**config.mk**
```make
export PLATFORM = sky130hd
export DESIGN_NAME = truth_table_sweeper
export DESIGN_NICKNAME = d
export VERILOG_FILES = /design/src/rtl/truth_table_sweeper_pkg.sv /design/src/rtl/truth_table_sweeper_settle_counter.sv /design/src/rtl/truth_table_sweeper.sv
export SDC_FILE = /design/constraint.sdc
export NUM_CORES = 1
export LEC_CHECK = 0
export CELL_PAD_IN_SITES_DETAIL_PLACEMENT = 0
export CELL_PAD_IN_SITES_GLOBAL_PLACEMENT = 1
export CORE_ASPECT_RATIO = 0.75
export CORE_UTILIZATION = 46
export CTS_CLUSTER_SIZE = 20
export DETAILED_ROUTE_END_ITERATION = 7
export DONT_BUFFER_PORTS = 1
export GPL_TIMING_DRIVEN = 1
export PLACE_DENSITY_LB_ADDON = 0.25
export SYNTH_ARGS = -nofsm -noshare
export SYNTH_HDL_FRONTEND = slang
export SYNTH_SLANG_ARGS = --single-unit
```
**constraint.sdc**
```tcl
create_clock -name clk -period 2.74 [get_ports clk]
set_input_delay 0.548 -clock clk [delete_from_list [all_inputs] [get_ports clk]]
set_output_delay 0.548 -clock clk [all_outputs]
set_load 0.01 [all_outputs]
```
**src/rtl/truth_table_sweeper_pkg.sv**
```systemverilog
// rtl/truth_table_sweeper_pkg.sv - shared constants, state encodings and helpers for the truth-table sweeper
//
// Purpose: holds the FSM state encodings, the settle counter width and the
// vector-count derivation used by the sweeper top and its settle counter.
// Ports: none (package).

package truth_table_sweeper_pkg;

  // Settle counter width; covers SETTLE_CYCLES up to 15.
  localparam int CNT_W = 4;

  // FSM state encodings.
  localparam logic [1:0] ST_IDLE   = 2'd0;
  localparam logic [1:0] ST_SETTLE = 2'd1;
  localparam logic [1:0] ST_SAMPLE = 2'd2;
  localparam logic [1:0] ST_DONE   = 2'd3;

  // Number of input combinations for a block with n inputs.
  function automatic int num_vec(input int n);
    return 1 << n;
  endfunction

endpackage

```
**src/rtl/truth_table_sweeper_settle_counter.sv**
```systemverilog
// rtl/truth_table_sweeper_settle_counter.sv - per-vector settle counter with terminal-count flag
//
// Purpose: counts the cycles a vector has been held in SETTLE and flags the
// last one so the FSM can move to SAMPLE.
// Ports:
//   clk    - clock, rising edge
//   rst_n  - synchronous active-low reset
//   clr_i  - clear the count to zero (has priority over inc_i)
//   inc_i  - increment the count
//   tc_o   - count equals SETTLE_CYCLES-1

module sweep_settle_counter
  import truth_table_sweeper_pkg::*;
#(
  parameter int SETTLE_CYCLES = 2
) (
  input  logic clk,
  input  logic rst_n,
  input  logic clr_i,
  input  logic inc_i,
  output logic tc_o
);

  localparam logic [CNT_W-1:0] TC_VAL = CNT_W'(SETTLE_CYCLES - 1);

  logic [CNT_W-1:0] cnt_q;
  logic [CNT_W-1:0] cnt_d;

  always_comb begin
    cnt_d = cnt_q;
    if (clr_i) begin
      cnt_d = '0;
    end else if (inc_i) begin
      cnt_d = cnt_q + 1'b1;
    end
  end

  always_ff @(posedge clk) begin
    if (!rst_n) begin
      cnt_q <= '0;
    end else begin
      cnt_q <= cnt_d;
    end
  end

  assign tc_o = (cnt_q == TC_VAL);

endmodule

```
**src/rtl/truth_table_sweeper.sv**
```systemverilog
// rtl/truth_table_sweeper.sv - exhaustive input sweeper and truth-table checker for a small logic block
//
// Purpose: on start, drives every input vector of the attached combinational
// block in ascending order, holds each for SETTLE_CYCLES cycles, samples the
// block output into table_out and compares it with the expected table.
// Ports:
//   clk          - clock, rising edge
//   rst_n        - synchronous active-low reset
//   start        - sweep request, accepted only in IDLE without abort
//   abort        - cancel a sweep in progress; blocks a same-cycle start
//   expected     - expected truth table, latched at start accept
//   f_in         - output of the driven logic block
//   vec_out      - currently applied input vector
//   busy         - sweep in progress
//   done         - one-cycle completion pulse
//   table_out    - captured truth table
//   result_valid - table_out/pass/first_fail reflect a completed sweep
//   pass         - captured table matched the expected table
//   first_fail   - lowest mismatching vector index (0 on pass)

module truth_table_sweeper
  import truth_table_sweeper_pkg::*;
#(
  parameter int NUM_IN        = 4,
  parameter int SETTLE_CYCLES = 2
) (
  input  logic                              clk,
  input  logic                              rst_n,
  input  logic                              start,
  input  logic                              abort,
  input  logic [num_vec(NUM_IN)-1:0]        expected,
  input  logic                              f_in,
  output logic [NUM_IN-1:0]                 vec_out,
  output logic                              busy,
  output logic                              done,
  output logic [num_vec(NUM_IN)-1:0]        table_out,
  output logic                              result_valid,
  output logic                              pass,
  output logic [NUM_IN-1:0]                 first_fail
);

  localparam int                NUM_VEC  = num_vec(NUM_IN);
  localparam logic [NUM_IN-1:0] LAST_IDX = NUM_IN'(NUM_VEC - 1);

  logic [1:0]         state_q, state_d;
  logic [NUM_IN-1:0]  idx_q, idx_d;
  logic               busy_q, busy_d;
  logic               done_q, done_d;
  logic [NUM_VEC-1:0] table_q, table_d;
  logic [NUM_VEC-1:0] exp_q, exp_d;
  logic               rv_q, rv_d;
  logic               pass_q, pass_d;
  logic [NUM_IN-1:0]  ff_q, ff_d;
  logic               fail_q, fail_d;
  logic               cnt_clr;
  logic               cnt_inc;
  logic               cnt_tc;

  sweep_settle_counter #(
    .SETTLE_CYCLES (SETTLE_CYCLES)
  ) u_settle (
    .clk   (clk),
    .rst_n (rst_n),
    .clr_i (cnt_clr),
    .inc_i (cnt_inc),
    .tc_o  (cnt_tc)
  );

  always_comb begin
    state_d = state_q;
    idx_d   = idx_q;
    busy_d  = busy_q;
    done_d  = 1'b0;
    table_d = table_q;
    exp_d   = exp_q;
    rv_d    = rv_q;
    pass_d  = pass_q;
    ff_d    = ff_q;
    fail_d  = fail_q;
    cnt_clr = 1'b0;
    cnt_inc = 1'b0;

    case (state_q)
      ST_IDLE: begin
        if (start && !abort) begin
          exp_d   = expected;
          table_d = '0;
          rv_d    = 1'b0;
          fail_d  = 1'b0;
          ff_d    = '0;
          idx_d   = '0;
          cnt_clr = 1'b1;
          busy_d  = 1'b1;
          state_d = ST_SETTLE;
        end
      end

      ST_SETTLE: begin
        if (abort) begin
          state_d = ST_IDLE;
          idx_d   = '0;
          busy_d  = 1'b0;
          cnt_clr = 1'b1;
        end else if (cnt_tc) begin
          state_d = ST_SAMPLE;
        end else begin
          cnt_inc = 1'b1;
        end
      end

      ST_SAMPLE: begin
        if (abort) begin
          // Abort wins over the sample: the partial table keeps only
          // vectors that completed before this cycle.
          state_d = ST_IDLE;
          idx_d   = '0;
          busy_d  = 1'b0;
          cnt_clr = 1'b1;
        end else begin
          table_d[idx_q] = f_in;
          if ((f_in != exp_q[idx_q]) && !fail_q) begin
            ff_d   = idx_q;
            fail_d = 1'b1;
          end
          // Terminal check before increment keeps idx from wrapping.
          if (idx_q == LAST_IDX) begin
            state_d = ST_DONE;
          end else begin
            idx_d   = idx_q + 1'b1;
            cnt_clr = 1'b1;
            state_d = ST_SETTLE;
          end
        end
      end

      ST_DONE: begin
        done_d  = 1'b1;
        rv_d    = 1'b1;
        pass_d  = ~fail_q;
        busy_d  = 1'b0;
        state_d = ST_IDLE;
      end

      default: begin
        state_d = ST_IDLE;
      end
    endcase
  end

  always_ff @(posedge clk) begin
    if (!rst_n) begin
      state_q <= ST_IDLE;
      idx_q   <= '0;
      busy_q  <= 1'b0;
      done_q  <= 1'b0;
      table_q <= '0;
      exp_q   <= '0;
      rv_q    <= 1'b0;
      pass_q  <= 1'b0;
      ff_q    <= '0;
      fail_q  <= 1'b0;
    end else begin
      state_q <= state_d;
      idx_q   <= idx_d;
      busy_q  <= busy_d;
      done_q  <= done_d;
      table_q <= table_d;
      exp_q   <= exp_d;
      rv_q    <= rv_d;
      pass_q  <= pass_d;
      ff_q    <= ff_d;
      fail_q  <= fail_d;
    end
  end

  // The applied vector is the sample index itself.
  assign vec_out      = idx_q;
  assign busy         = busy_q;
  assign done         = done_q;
  assign table_out    = table_q;
  assign result_valid = rv_q;
  assign pass         = pass_q;
  assign first_fail   = ff_q;

endmodule

```
==> results.py, run 1 <==
metrics = {
    "critical_path": {
        "path_class": "flip-flop to flip-flop",
        "cpPeakStageDelay_ps": 400,
        "cp_max_fo": 8,
        "endpoint_kind": "flip-flop",
        "cp-start-kind": "flip-flop",
        "worstPathRequired_ps": 2970,
        "cp_slowest_cell": "dfxtp_1",
        "crit_chain": "buf_4, ha_1, a41oi_1, o221ai_1, or2_2, nand3b_1, a21boi_0",
        "critical-path-top-delay-family": "compound AO/OA/AOI/OAI gates",
        "cp.arrival_ps": 2530,
        "crit_buf_inv": 1,
    },
    "placed_design": {
        "io_buffer_count": 0,
        "post-place-ws_ps": 497,
        "dp_hpwl_um": 4350,
        "place_congestion": 0.842,
    },
    "floorplanning": {
        "design.core.area_um2": 5380,
        "rows": 23,
        "start_util_pct": 48.0,
        "io_pins": 49,
        "dieArea_um2": 5920,
        "die_h_um": 66.9,
        "die-width_um": 88.5,
    },
    "final_layout": {
        "regArea_um2": 1020,
        "drive_above_1_share_pct": 6.56,
        "fillers": 559,
        "diodes": 0,
        "syn2layout_area_growth_pct": 6.69,
        "multi_input_area_um2": 1440,
        "nets": 335,
    },
    "routing": {
        "wl_um": 5880,
        "via_count": 2068,
        "firstDrtPassIters": 4,
        "viasPerCell": 5.44,
        "wire_per_inst_um": 15.5,
        "dr.first_iter.drc_count": 159,
        "remaining_drc_errors": 0,
        "ant_nets": 0,
    },
    "synthesis": {
        "synth_commonest_cells": "nand2_1, dfxtp_1, o21ai_0",
        "synth_nets": 338,
        "ys_seq_elements": 51,
        "synth_top_family_by_area": "compound AO/OA/AOI/OAI gates",
        "synth.most_common_cell": "nand2_1",
        "synth_cells": 307,
        "synthTopCellsByArea": "dfxtp_1, a21boi_0, nand2_1",
        "synth_flop_cell": "dfxtp_1",
        "yosysWarningCount": 0,
        "yosysTopAreaCell": "dfxtp_1",
        "synthAdderAreaFrac_pct": 4.85,
        "netlist.area_leader.share_pct": 39.6,
        "synth_edf_count": 0,
        "avgSynthCellArea_um2": 8.41,
        "synth_area_um2": 2580,
        "synth_cell_types": 41,
        "yosysSeqAreaShare_pct": 39.6,
        "synthSimpleGateAreaFrac_pct": 20.6,
        "synth_mux_area_share_pct": 5.96,
        "synth-xor-area-share_pct": 1.36,
        "synthArstFlopShare_pct": 0,
        "synth_compound_area_share_pct": 23.1,
    },
    "global_routing": {
        "grt_max_degree": 50,
        "grt_pass1_vias": 1892,
        "grt_use_total_pct": 21.7,
        "grt_pass1_wl_um": 9670,
        "antenna_found_initial": 0,
        "grt_overflow_total": 0,
    },
    "cts": {
        "cts_buffers": 5,
        "insertion_delay_ps": 300,
        "ctsRootBufferMaster": "clkbuf_8",
        "cts_num_sinks": 51,
        "cts_setup_buffers": 0,
        "cts_tree": "yes",
        "cts_buffer_depth": 2,
        "htree_levels": 2,
        "hold_buffers": 0,
        "clkTransAtPathRegs_ps": 90,
        "cts-resized-gates": 0,
    },
    "timing": {
        "maxSlewViolCount": 0,
        "post-route-period-util_pct": 84.0,
        "max_freq_ghz": 0.434,
        "hold_violations": 0,
        "setup_viol_count_final": 0,
        "worst_pin_slew_ps": 607,
        "finalSetupTns_ps": 0,
        "relSlewSlack_pct": 59.1,
        "fin_skew_ps": 7.27,
        "fin_ws_ps": 437,
        "post-route-min-period_ps": 2300,
        "rsz0062_at_grt": "false",
    },
    "flow_run": {
        "maxCapViolCount": 0,
    },
    "outcome": {
        "status": "completed",
    },
    "pwr": {
        "peakVddDrop_uv": 311,
        "p_per_area_nw_per_um2": 522,
        "leakagePower_nw": 1.00,
    },
    "worst_hold_path": {
        "hold_class": "input pin to flip-flop",
    },
}
## metal layers
metal | global-route usage, % | vias up | wire [um]
met5 | 0 | - | 0
li1 | - | 1044 | -
met1 | 34.1 | 988 | 3220
met2 | 29.1 | 34 | 2370
met3 | 5.08 | 2 | 278
met4 | 4.84 | 0 | 14
## path summary, 6_finish.rpt
check | start | end | slack, ps | depth (start not counted)
hold / removal | expected[8] | exp_q[8] | 380 | 2
hold reg to reg | exp_q[1] | exp_q[1] | 470 | 2
setup reg to reg | vec_out[0] | vec_out[2] | 440 | 7
setup / recovery | vec_out[0] | vec_out[2] | 440 | 7
## cell usage in the layout, fill, tap and decap left out, drive strengths merged, types with 3 or more instances in the layout
cell / n
nand2: 57
dfxtp: 51
o21ai: 38
a21boi: 32
and2: 23
inv: 12
ha: 10
nor2b: 8
nor2: 7
clkbuf: 7
buf: 6
mux4: 5
a21oi: 5
o22ai: 5
xor2: 3
nand4: 3
mux2i: 3
## cells by family after synthesis
group / Yosys count
adders and majority gates: 10
muxes: 9
xor gates and xnor gates: 4
DFF: 51
and+or+nand+nor: 111
AOI/OAI and AO/OA: 93
buffers and inverters: 29
## cell type report
type | instances | area share, %
clock buffer | 7 | 3.50
tap | 75 | 3.41
sequential | 51 | 37.1
timing repair buffer | 6 | 1.64
inverter | 13 | 1.77
clock inverter | 1 | 0.273
multi-input combinational | 227 | 52.3
## state kept, by name, summed over array words and instances (netlist names)
register        count
table_out          16
state_q             2
first_fail          4
vec_out             4
u_settle.cnt_q      4
pass                1
busy                1
fail_q              1
exp_q              16
result_valid        1
done                1
## power by group
group	internal [W]	switching, W	total, W
Combinational	0.0000724	0.000108	0.000180
Clock	0.000230	0.000244	0.000474
Sequential	0.000765	0.0000180	0.000783
Total	0.00107	0.000370	0.00144
## metrics by stage
stage                     hold slack, ps  util, %  total power, W  cell area (um^2)  instances
after floorplan                      440        -        0.000945              2580        307
after CTS                            357     51.2         0.00145              2750        380
after global placement               451     49.2        0.000978              2650        372
after detailed placement             455     49.2        0.000980              2650        372
final                                376     51.2         0.00144              2750        380
after global routing                 358     51.2         0.00152              2750        380
Note: power is estimated with default switching activity, not from simulation.
==> run 2: changes to the inputs <==
Clock period 2.74 ns to 2.25 ns, I/O delays scaled along.
==> results.py, run 2 (same netlist as run 1, synthesis figures left out) <==
metrics = {
    "outcome": {
        "status": "completed",
    },
    "routing": {
        "ant_nets": 0,
        "firstDrtPassIters": 4,
        "remaining_drc_errors": 0,
        "wire_per_inst_um": 15.4,
        "viasPerCell": 5.42,
        "via_count": 2096,
        "dr.first_iter.drc_count": 176,
        "wl_um": 5950,
    },
    "cts": {
        "htree_levels": 2,
        "hold_buffers": 0,
        "cts_num_sinks": 51,
        "ctsRootBufferMaster": "clkbuf_8",
        "cts_buffers": 5,
        "insertion_delay_ps": 300,
        "clkTransAtPathRegs_ps": 90,
        "cts_tree": "yes",
        "cts_buffer_depth": 2,
    },
    "final_layout": {
        "final_cell_mix": "nand2_1, dfxtp_1, o21ai_0",
        "final_common_cell": "nand2_1",
        "nets": 342,
        "syn2layout_area_growth_pct": 8.34,
        "design_area_um2": 2800,
        "diodes": 0,
        "drive_above_1_share_pct": 8.65,
    },
    "critical_path": {
        "timing.rr.start": "vec_out[0]",
        "worstPathRequired_ps": 2470,
        "r2r_setup_slack_ps": 190,
        "critPathLaunch": "vec_out[0]",
        "r2r_cells": 5,
        "cp.arrival_ps": 2280,
        "cp_max_fo": 5,
        "worstSetupEndpoint": "first_fail[2]",
        "path_class": "flip-flop to flip-flop",
        "endpoint_kind": "flip-flop",
        "cp-start-kind": "flip-flop",
        "rr_endpoint": "first_fail[2]",
    },
    "pwr": {
        "p_seq_share_pct": 56.4,
        "power.total_w": 0.00169,
        "p_per_area_nw_per_um2": 605,
        "intPower_w": 0.00125,
        "switching_power_w": 0.000443,
        "combPwrFrac_pct": 13.9,
        "peakVddDrop_uv": 302,
        "power.share.clock_pct": 29.7,
        "p_sw_share_pct": 26.2,
        "leakagePower_nw": 1.03,
    },
    "global_routing": {
        "antenna_found_initial": 0,
        "grt_pass1_vias": 1815,
        "grt_max_degree": 50,
        "grt_use_total_pct": 21.7,
        "grt_overflow_total": 0,
        "grt_pass1_wl_um": 9650,
    },
    "placed_design": {
        "io_buffer_count": 0,
        "post-place-ws_ps": 86.4,
        "dp_hpwl_um": 4360,
        "place_congestion": 0.853,
        "postPlaceCellArea_um2": 2700,
    },
    "floorplanning": {
        "die-width_um": 88.5,
        "rows": 23,
        "die_h_um": 66.9,
        "start_util_pct": 48.0,
        "io_pins": 49,
        "dieArea_um2": 5920,
        "design.core.area_um2": 5380,
    },
    "timing": {
        "fin_skew_ps": 5.72,
        "post-route-min-period_ps": 2060,
        "maxSlewViolCount": 0,
        "max_freq_ghz": 0.486,
        "finalSetupTns_ps": 0,
        "relSlewSlack_pct": 58.6,
        "fin_ws_ps": 192,
        "hold_slack_ps": 274,
        "worst_pin_slew_ps": 615,
        "hold_violations": 0,
        "setup_viol_count_final": 0,
        "post-route-period-util_pct": 91.5,
        "rsz0062_at_grt": "false",
    },
    "flow_run": {
        "maxCapViolCount": 0,
    },
    "worst_hold_path": {
        "hold_class": "input pin to flip-flop",
    },
}
-- run 2: changes by cell type in the layout (fill, tap and decap cells not counted), sizes merged --
cell / delta
buf: +7
clkinv: +1
clkinvlp: -1
-- run 2: how the worst min path moves through the flow --
stage / startpoint / end / cells after the start
after floorplan: exp_q[12] / exp_q[12] / 2
after global placement: exp_q[9] / exp_q[9] / 2
after detailed placement: exp_q[0] / exp_q[0] / 2
after CTS: rst_n / table_out[8] / 1
after global routing: rst_n / state_q[1] / 1
final: rst_n / state_q[1] / 1
-- run 2: critical path: stages, from the launching register on --
cell and delay, ps:
dfxtp_2 410, mux4_2 540, mux4_2 500, xor2_2 170
nand4_1 180, o22ai_1 190
-- run 2: cell type report --
| cell class | instances | area [um^2] |
|---|---|---|
| sequential | 51 | 1020 |
| timing repair buffer | 13 | 101 |
| multi-input combinational | 227 | 1450 |
| clock inverter | 1 | 5.00 |
| clock buffer | 7 | 76.3 |
| inverter | 13 | 48.8 |
| tap | 75 | 93.8 |
| fill | 544 | 2580 |
-- run 2: power by group through the flow --
| stage | registers (W) | clock network [W] | logic (W) |
|---|---|---|---|
| floorplan | 0.000969 | 0 | 0.000183 |
| global placement | 0.000976 | 0 | 0.000229 |
| detailed placement | 0.000976 | 0 | 0.000232 |
| CTS | 0.000954 | 0.000523 | 0.000233 |
| global route | 0.000958 | 0.000565 | 0.000261 |
| finish | 0.000954 | 0.000503 | 0.000236 |
-- run 2: per-layer routing --
layer	up-vias	share of wire, %	global-route usage [%]
li1	1070	-	-
met1	971	53	34.6
met2	53	40	28.3
met3	2	7.0	5.20
met4	0	0.49	5.24
met5	-	0	0
-- run 2: through the flow --
step,util [%],std cells
final,52.0,387
after global routing,52.0,387
after CTS,51.7,387
after detailed placement,50.2,379
after global placement,50.2,379
after floorplan,-,307
-- run 2: what timing repair did --
action | in CTS | in global routing
hold endpoints to repair | 0 | 0
resized for setup | 0 | 3
endpoints found under the setup margin | 0 | 4
buffers inserted | 0 | 0
==> run 3: changes to the inputs <==
Settings changed: RECOVER_POWER from default to 50.
==> results.py, run 3 (same netlist as run 1, synthesis figures left out) <==
metrics = {
    "critical_path": {
        "critical-path-top-delay-family": "multiplexers",
        "r2r_cells": 5,
        "crit_path_frequent_cell": "mux4_2",
        "crit_buf_inv": 0,
        "cpPeakStageDelay_ps": 540,
        "cp.arrival_ps": 2280,
        "cp_max_fo": 5,
        "path_class": "flip-flop to flip-flop",
        "cp-start-kind": "flip-flop",
        "crit_chain": "mux4_2, mux4_2, xor2_2, nand4_1, o22ai_1",
        "worst-path-stages": 5,
        "cp_slowest_cell": "mux4_2",
        "endpoint_kind": "flip-flop",
        "worstPathRequired_ps": 2470,
    },
    "cts": {
        "insertion_delay_ps": 290,
        "clkTransAtPathRegs_ps": 90,
        "cts_setup_buffers": 0,
        "hold_buffers": 0,
        "cts_buffers": 5,
        "cts_tree": "yes",
        "htree_levels": 2,
        "cts_num_sinks": 51,
        "cts_buffer_depth": 2,
        "ctsRootBufferMaster": "clkbuf_8",
        "cts-resized-gates": 0,
    },
    "global_routing": {
        "grt_pass1_vias": 1815,
        "grt_max_degree": 50,
        "grt_pass1_wl_um": 9650,
        "grt_use_total_pct": 21.7,
        "antenna_found_initial": 0,
        "grt_overflow_total": 0,
    },
    "routing": {
        "via_count": 2097,
        "remaining_drc_errors": 0,
        "viasPerCell": 5.42,
        "wl_um": 5910,
        "ant_nets": 0,
        "dr.first_iter.drc_count": 181,
        "wire_per_inst_um": 15.3,
        "firstDrtPassIters": 4,
    },
    "floorplanning": {
        "start_util_pct": 48.0,
        "die-width_um": 88.5,
        "rows": 23,
        "die_h_um": 66.9,
        "dieArea_um2": 5920,
        "design.core.area_um2": 5380,
        "io_pins": 49,
    },
    "final_layout": {
        "fin_util_pct": 51.8,
        "design_area_um2": 2790,
        "multi_input_area_um2": 1450,
        "syn2layout_area_growth_pct": 8.05,
        "final_common_cell": "nand2_1",
        "nets": 342,
        "regArea_um2": 1020,
        "fillers": 545,
        "diodes": 0,
        "drive_above_1_share_pct": 8.01,
        "final_cell_mix": "nand2_1, dfxtp_1, o21ai_0",
    },
    "placed_design": {
        "dp_hpwl_um": 4360,
        "place_congestion": 0.853,
        "io_buffer_count": 0,
        "postPlaceCellArea_um2": 2700,
    },
    "outcome": {
        "status": "completed",
    },
    "pwr": {
        "peakVddDrop_uv": 302,
        "leakagePower_nw": 1.02,
        "p_per_area_nw_per_um2": 605,
    },
    "timing": {
        "max_freq_ghz": 0.486,
        "worst_pin_slew_ps": 878,
        "maxSlewViolCount": 0,
        "post-route-period-util_pct": 91.5,
        "hold_slack_ps": 278,
        "post-route-min-period_ps": 2060,
        "finalSetupTns_ps": 0,
        "fin_skew_ps": 5.67,
        "hold_violations": 0,
        "rsz0062_at_grt": "false",
        "setup_viol_count_final": 0,
        "relSlewSlack_pct": 41.5,
    },
    "worst_hold_path": {
        "min_path_cells": 1,
        "hold_class": "input pin to flip-flop",
    },
    "flow_run": {
        "maxCapViolCount": 0,
    },
}
==> run 3: area by class of cell <==
| type | count | share of cell area, % |
|---|---|---|
| Clock buffer | 7 | 2.74 |
| Clock inverter | 1 | 0.179 |
| Inverter | 13 | 1.75 |
| Multi-Input combinational cell | 227 | 52.0 |
| Sequential cell | 51 | 36.7 |
| Tap cell | 75 | 3.36 |
| Timing Repair Buffer | 13 | 3.36 |
==> run 3: final timing paths <==
path | from | to | slack (ps)
setup / recovery | vec_out[0] | first_fail[2] | 190
hold / removal | rst_n | state_q[1] | 280
setup reg to reg | vec_out[0] | first_fail[2] | 190
hold reg to reg | exp_q[0] | exp_q[0] | 460
==> run 3: metrics by stage <==
stage          power [W]  instances  setup WS, ps
6_report         0.00169        387           191
5_1_grt          0.00178        387          45.9
4_1_cts          0.00171        387          58.1
3_5_place_dp     0.00121        379          86.4
3_3_place_gp     0.00121        379           166
2_1_floorplan    0.00115        307           136
==> run 3: metal layers <==
layer | global-route usage (%) | wire length (um) | share of wire (%) | vias to the layer above
met2 | 28.3 | 2350 | 40 | 54
met5 | 0 | 0 | 0 | -
li1 | - | - | - | 1072
met4 | 5.24 | 48 | 0.81 | 0
met1 | 34.6 | 3060 | 52 | 966
met3 | 5.20 | 453 | 7.7 | 5
==> run 3: power breakdown <==
group | total, W | switching, W | internal, W
clock network | 0.000500 | 0.000281 | 0.000219
logic | 0.000235 | 0.000138 | 0.0000968
registers | 0.000954 | 0.0000218 | 0.000932
==> run 3: worst register-to-register path: cells and delay by family, from the launching register on <==
family	cells	cell delay, ps
simple gates	1	180
flops	1	410
compound gates	1	190
xor+xnor	1	170
mux	2	1040
==> edit 1: new RTL, flow settings as in run 2 <==
Set the package constant `CNT_W` to 6 (it was 4).
--- a/src/rtl/truth_table_sweeper_pkg.sv
+++ b/src/rtl/truth_table_sweeper_pkg.sv
@@ -7,7 +7,7 @@
 package truth_table_sweeper_pkg;
 
   // Settle counter width; covers SETTLE_CYCLES up to 15.
-  localparam int CNT_W = 4;
+  localparam int CNT_W = 6;
 
   // FSM state encodings.
   localparam logic [1:0] ST_IDLE   = 2'd0;
Function: no difference found for any inputs over 10 cycles, from zero or initial values and one cycle with rst_n low; that may be too few to reach the edited logic, so the function may still have changed.
==> edit 1 against run 2 <==
Wire length rose by 6.1%; sequential cell count rose by 2; maximum frequency fell by 3.9%; cell area rose by 8.6%; sequential share of layout area fell by 1.5 points; worst setup slack got worse by 0.084 ns; power rose by 20%; utilization fell by 0.11 points; synthesized area rose by 9.4%; largest power group unchanged.
==> edit 1: results <==
group,metric,value,unit
drt,first_pass_iters,4,
timing,worst_pin_slew,0.445,ns
synthesis,synthTopCellsByCount,"57 x nand2_1, 53 x dfxtp_1, 30 x o21ai_0",
power,p_sw,0.501,mW
place,dp_hpwl,4.50,mm
synthesis,synth_area_leaders,"dfxtp_1 38%, nand2_1 7.6%, a21boi_0 6.6%, o21ai_0 5.3%, and2_1 5.1%",
cells_and_area,final-clk-cell-share,0.0453,
place,place_congestion,0.775,
power,peakVddDrop,0.315,mV
cells_and_area,drive_gt1_frac,0.103,
cells_and_area,multi_input_area,1590,um2
clock_tree,clock_sinks,53,
power,combPwrFrac,0.130,
drt,wl,6.31,mm
timing,finClkSkew,0.00938,ns
worst_hold_path,hp-start,"rst_n",
worst_hold_path,holdPathEnd,"vec_out[1]",
cells_and_area,n_clock_buffer,5,
grt,grt.total_usage,0.213,
floorplanning,core,5860,um2
cells_and_area,seq_area,1060,um2
cells_and_area,stdcell_count,408,
status,status,"finished clean",
cells_and_area,buffer_area_frac,0.0371,
synthesis,synthCells,328,
cells_and_area,nMultiInputCombCells,246,
clock_tree,postCtsResizedCells,1,
clock_tree,clk_latency,0.31,ns
synthesis,yosysUniqueCellTypes,47,
setup_path,crit_fanout,4,
grt,grt_pass1_wl,10.8,mm
place,postPlaceCellArea,2880,um2
power,netSwitchingFraction,0.247,
place,post-place-ws,0.0232,ns
drt,dr.first_iter.drc_count,104,
cells_and_area,num-nonclk-inverters,8,
setup_path,r2r_end,"first_fail[3]",
grt,grt_max_degree,51,
timing,fin_ws,0.108,ns
cells_and_area,buffers,15,
power,seq_power,0.990,mW
power,power_density,669,nW/um2
cells_and_area,layout.nets,361,
setup_path,arrival,2.34,ns
timing,holdWs,0.252,ns
grt,grt_pass1_vias,2112,
synthesis,seq_area_frac_synth,0.376,
drt,vias,2164,
power,p_leak,1.11,nW
cells_and_area,fill_cells,606,
place,place_inst,399,
==> edit 1: cell types whose count changed after synthesis, sizes merged, moves of 3 or more <==
cell and delta:
a21oi -3, clkbuf +3, nand2b +5, o21ai +3, inv -4, nor2 +6
==> edit 1: per-layer routing <==
layer  share of wire  track usage  vias up
met3           0.062       0.0526        8
met2            0.41        0.314       46
met4           0.012       0.0625        0
li1                -            -     1124
met5               0            0        -
met1            0.51        0.306      986
==> edit 1: worst max-delay path, stage by stage, from the launching register on <==
cell and delay [ns]:
dfxtp_4 0.38, mux4_2 0.49, mux2_4 0.31, or4b_4 0.54, a41oi_4 0.21, o22ai_1 0.10
==> edit 1: cells by family after synthesis <==
family / after synthesis / synth area share
compound gates: 90 / 0.205
xor+xnor: 8 / 0.0248
mux: 10 / 0.0581
buf+inv: 29 / 0.0634
simple gates: 127 / 0.224
fa+ha+maj: 11 / 0.0488
flops: 53 / 0.376
==> edit 2: new RTL, config.mk and constraints of run 2 <==
Made on the original files. Take the reset off `ff_q` and load it in a clocked block of its own.
--- a/src/rtl/truth_table_sweeper.sv
+++ b/src/rtl/truth_table_sweeper.sv
@@ -157,7 +157,6 @@
       exp_q   <= '0;
       rv_q    <= 1'b0;
       pass_q  <= 1'b0;
-      ff_q    <= '0;
       fail_q  <= 1'b0;
     end else begin
       state_q <= state_d;
@@ -168,9 +167,12 @@
       exp_q   <= exp_d;
       rv_q    <= rv_d;
       pass_q  <= pass_d;
-      ff_q    <= ff_d;
       fail_q  <= fail_d;
     end
+  end
+
+  always_ff @(posedge clk) begin
+    ff_q <= ff_d;
   end
 
   // The applied vector is the sample index itself.
Formal check against the unedited RTL: differs if rst_n is asserted again (counterexample within 10 cycles, from zero or initial values and one cycle with rst_n low); with rst_n held inactive, the same outputs for 10 cycles.
==> edit 2 against run 2 <==
Synthesized cell count decreased by 3.9%; synthesized area decreased by 2.0%; sequential share of layout area rose by 2.3 points; worst hold slack worse by 0.0020 ns; largest power group unchanged; cell area down 2.4%; power is 0.27% higher; worst setup slack improved by 0.023 ns; maximum frequency is 1.2% higher; critical endpoint is now first_fail[2]; combinational power is 19% lower; critical path type unchanged; first-iteration DRC count decreased by 28%; clock power increased by 5.6%; sequential cell count unchanged; clock skew rose by 0.0044 ns; wire length down 11%.
==> edit 2: results <==
group,metric,value,unit
setup_path,cp_top_family,"multiplexers",
setup_path,cp_slowest_cell,"mux4_2",
power,p_leak,0.951,nW
clock_tree,path_clk_slew,0.09,ns
worst_hold_path,hp-start,"f_in",
power,peakVddDrop,0.282,mV
floorplanning,fp.dieW,87.6,um
synthesis,synth_warnings,0,
synthesis,synth_xor_area_frac,0.0173,
clock_tree,cts_buffer_depth,2,
synthesis,seq_area_frac_synth,0.420,
clock_tree,h-tree-depth,2,
synthesis,synth_edf_count,4,
cells_and_area,diodes,0,
clock_tree,post_cts.repair.setup_buffers,0,
timing,finClkSkew,0.0101,ns
grt,grt.total_usage,0.205,
cells_and_area,fill_cells,482,
place,post-place-ws,0.130,ns
synthesis,synth_area_leaders,"dfxtp_1 37%, a21boi_0 10%, o21ai_0 8.1%, nand2_1 7.0%, and2_1 5.9%",
power,pg_comb,0.191,mW
drt,vias,1933,
clock_tree,root_buffer,"clkbuf_8",
setup_path,crit_fanout,14,
synthesis,synthTopCellsByCount,"47 x dfxtp_1, 47 x nand2_1, 41 x o21ai_0",
place,place_congestion,0.778,
synthesis,synth-main-ff-cell,"dfxtp_1",
clock_tree,numCtsBuffers,5,
power,pg_clk,0.531,mW
clock_tree,clk_latency,0.30,ns
drt,dr.first_iter.drc_count,126,
setup_path,arrival,2.06,ns
power,power.group.top,"registers",
grt,antenna_found_initial,0,
place,portBuffers,0,
timing,worst_pin_slew,0.613,ns
power,p_sw,0.423,mW
setup_path,setup.worst_path.start,"vec_out[0]",
synthesis,synth_async_sr_flop_share,0,
status,status,"finished clean",
synthesis,yosysUniqueCellTypes,33,
grt,grt_pass1_wl,8.96,mm
setup_path,slowest_delay,0.47,ns
place,dp_hpwl,3.74,mm
drt,first_pass_iters,4,
synthesis,synthAdderAreaFrac,0.0495,
synthesis,synth_compound_area_frac,0.217,
cells_and_area,drive_gt1_frac,0.0671,
grt,grt_max_degree,45,
worst_hold_path,hold_class,"in2reg",
synthesis,syn_nets,326,
synthesis,synth_mux_area_frac,0.0495,
drt,wl,5.28,mm
-- edit 2: routing by layer --
layer | routed length, um | GRT usage | vias up
met3 | 256 | 0.0562 | 7
met4 | 78 | 0.0820 | 0
li1 | - | - | 1007
met1 | 2810 | 0.283 | 877
met5 | 0 | 0 | -
met2 | 2130 | 0.299 | 42
-- edit 2: path summary, 6_finish.rpt --
path,endpoint,cells past startpoint,slack [ns]
worst max-delay path,first_fail[2],6,0.22
worst min-delay path,table_out[15],2,0.27
worst max register to register,first_fail[2],6,0.22
worst min register to register,exp_q[2],2,0.47
-- edit 2: layout make-up --
type | count | area share
Sequential cell | 51 | 0.389
Timing Repair Buffer | 9 | 0.0293
Multi-Input combinational cell | 223 | 0.506
Inverter | 7 | 0.00962
Clock buffer | 7 | 0.0316
Tap cell | 72 | 0.0330
Clock inverter | 1 | 0.00183
-- edit 2: stage by stage --
| step | total power [mW] | cell area, um2 | instances | util | hold WS [ns] |
|---|---|---|---|---|---|
| floorplan | 1.15 | 2530 | 295 | - | 0.443 |
| global placement | 1.18 | 2640 | 362 | 0.518 | 0.459 |
| detailed placement | 1.19 | 2640 | 362 | 0.518 | 0.458 |
| CTS | 1.72 | 2730 | 370 | 0.536 | 0.258 |
| global route | 1.79 | 2730 | 370 | 0.536 | 0.256 |
| finish | 1.70 | 2730 | 370 | 0.536 | 0.272 |
-- edit 2: worst register-to-register path, cell delays in order (launching register included) --
cell and delay, ns:
dfxtp_1 0.45, buf_12 0.19, mux2i_1 0.09, mux4_2 0.47, xnor2_1 0.14, a22oi_1 0.23
o21ai_1 0.20
-- edit 2: what timing repair did --
item	CTS	global route
setup endpoints to repair	0	4
resized for setup	0	1
hold buffers	0	0
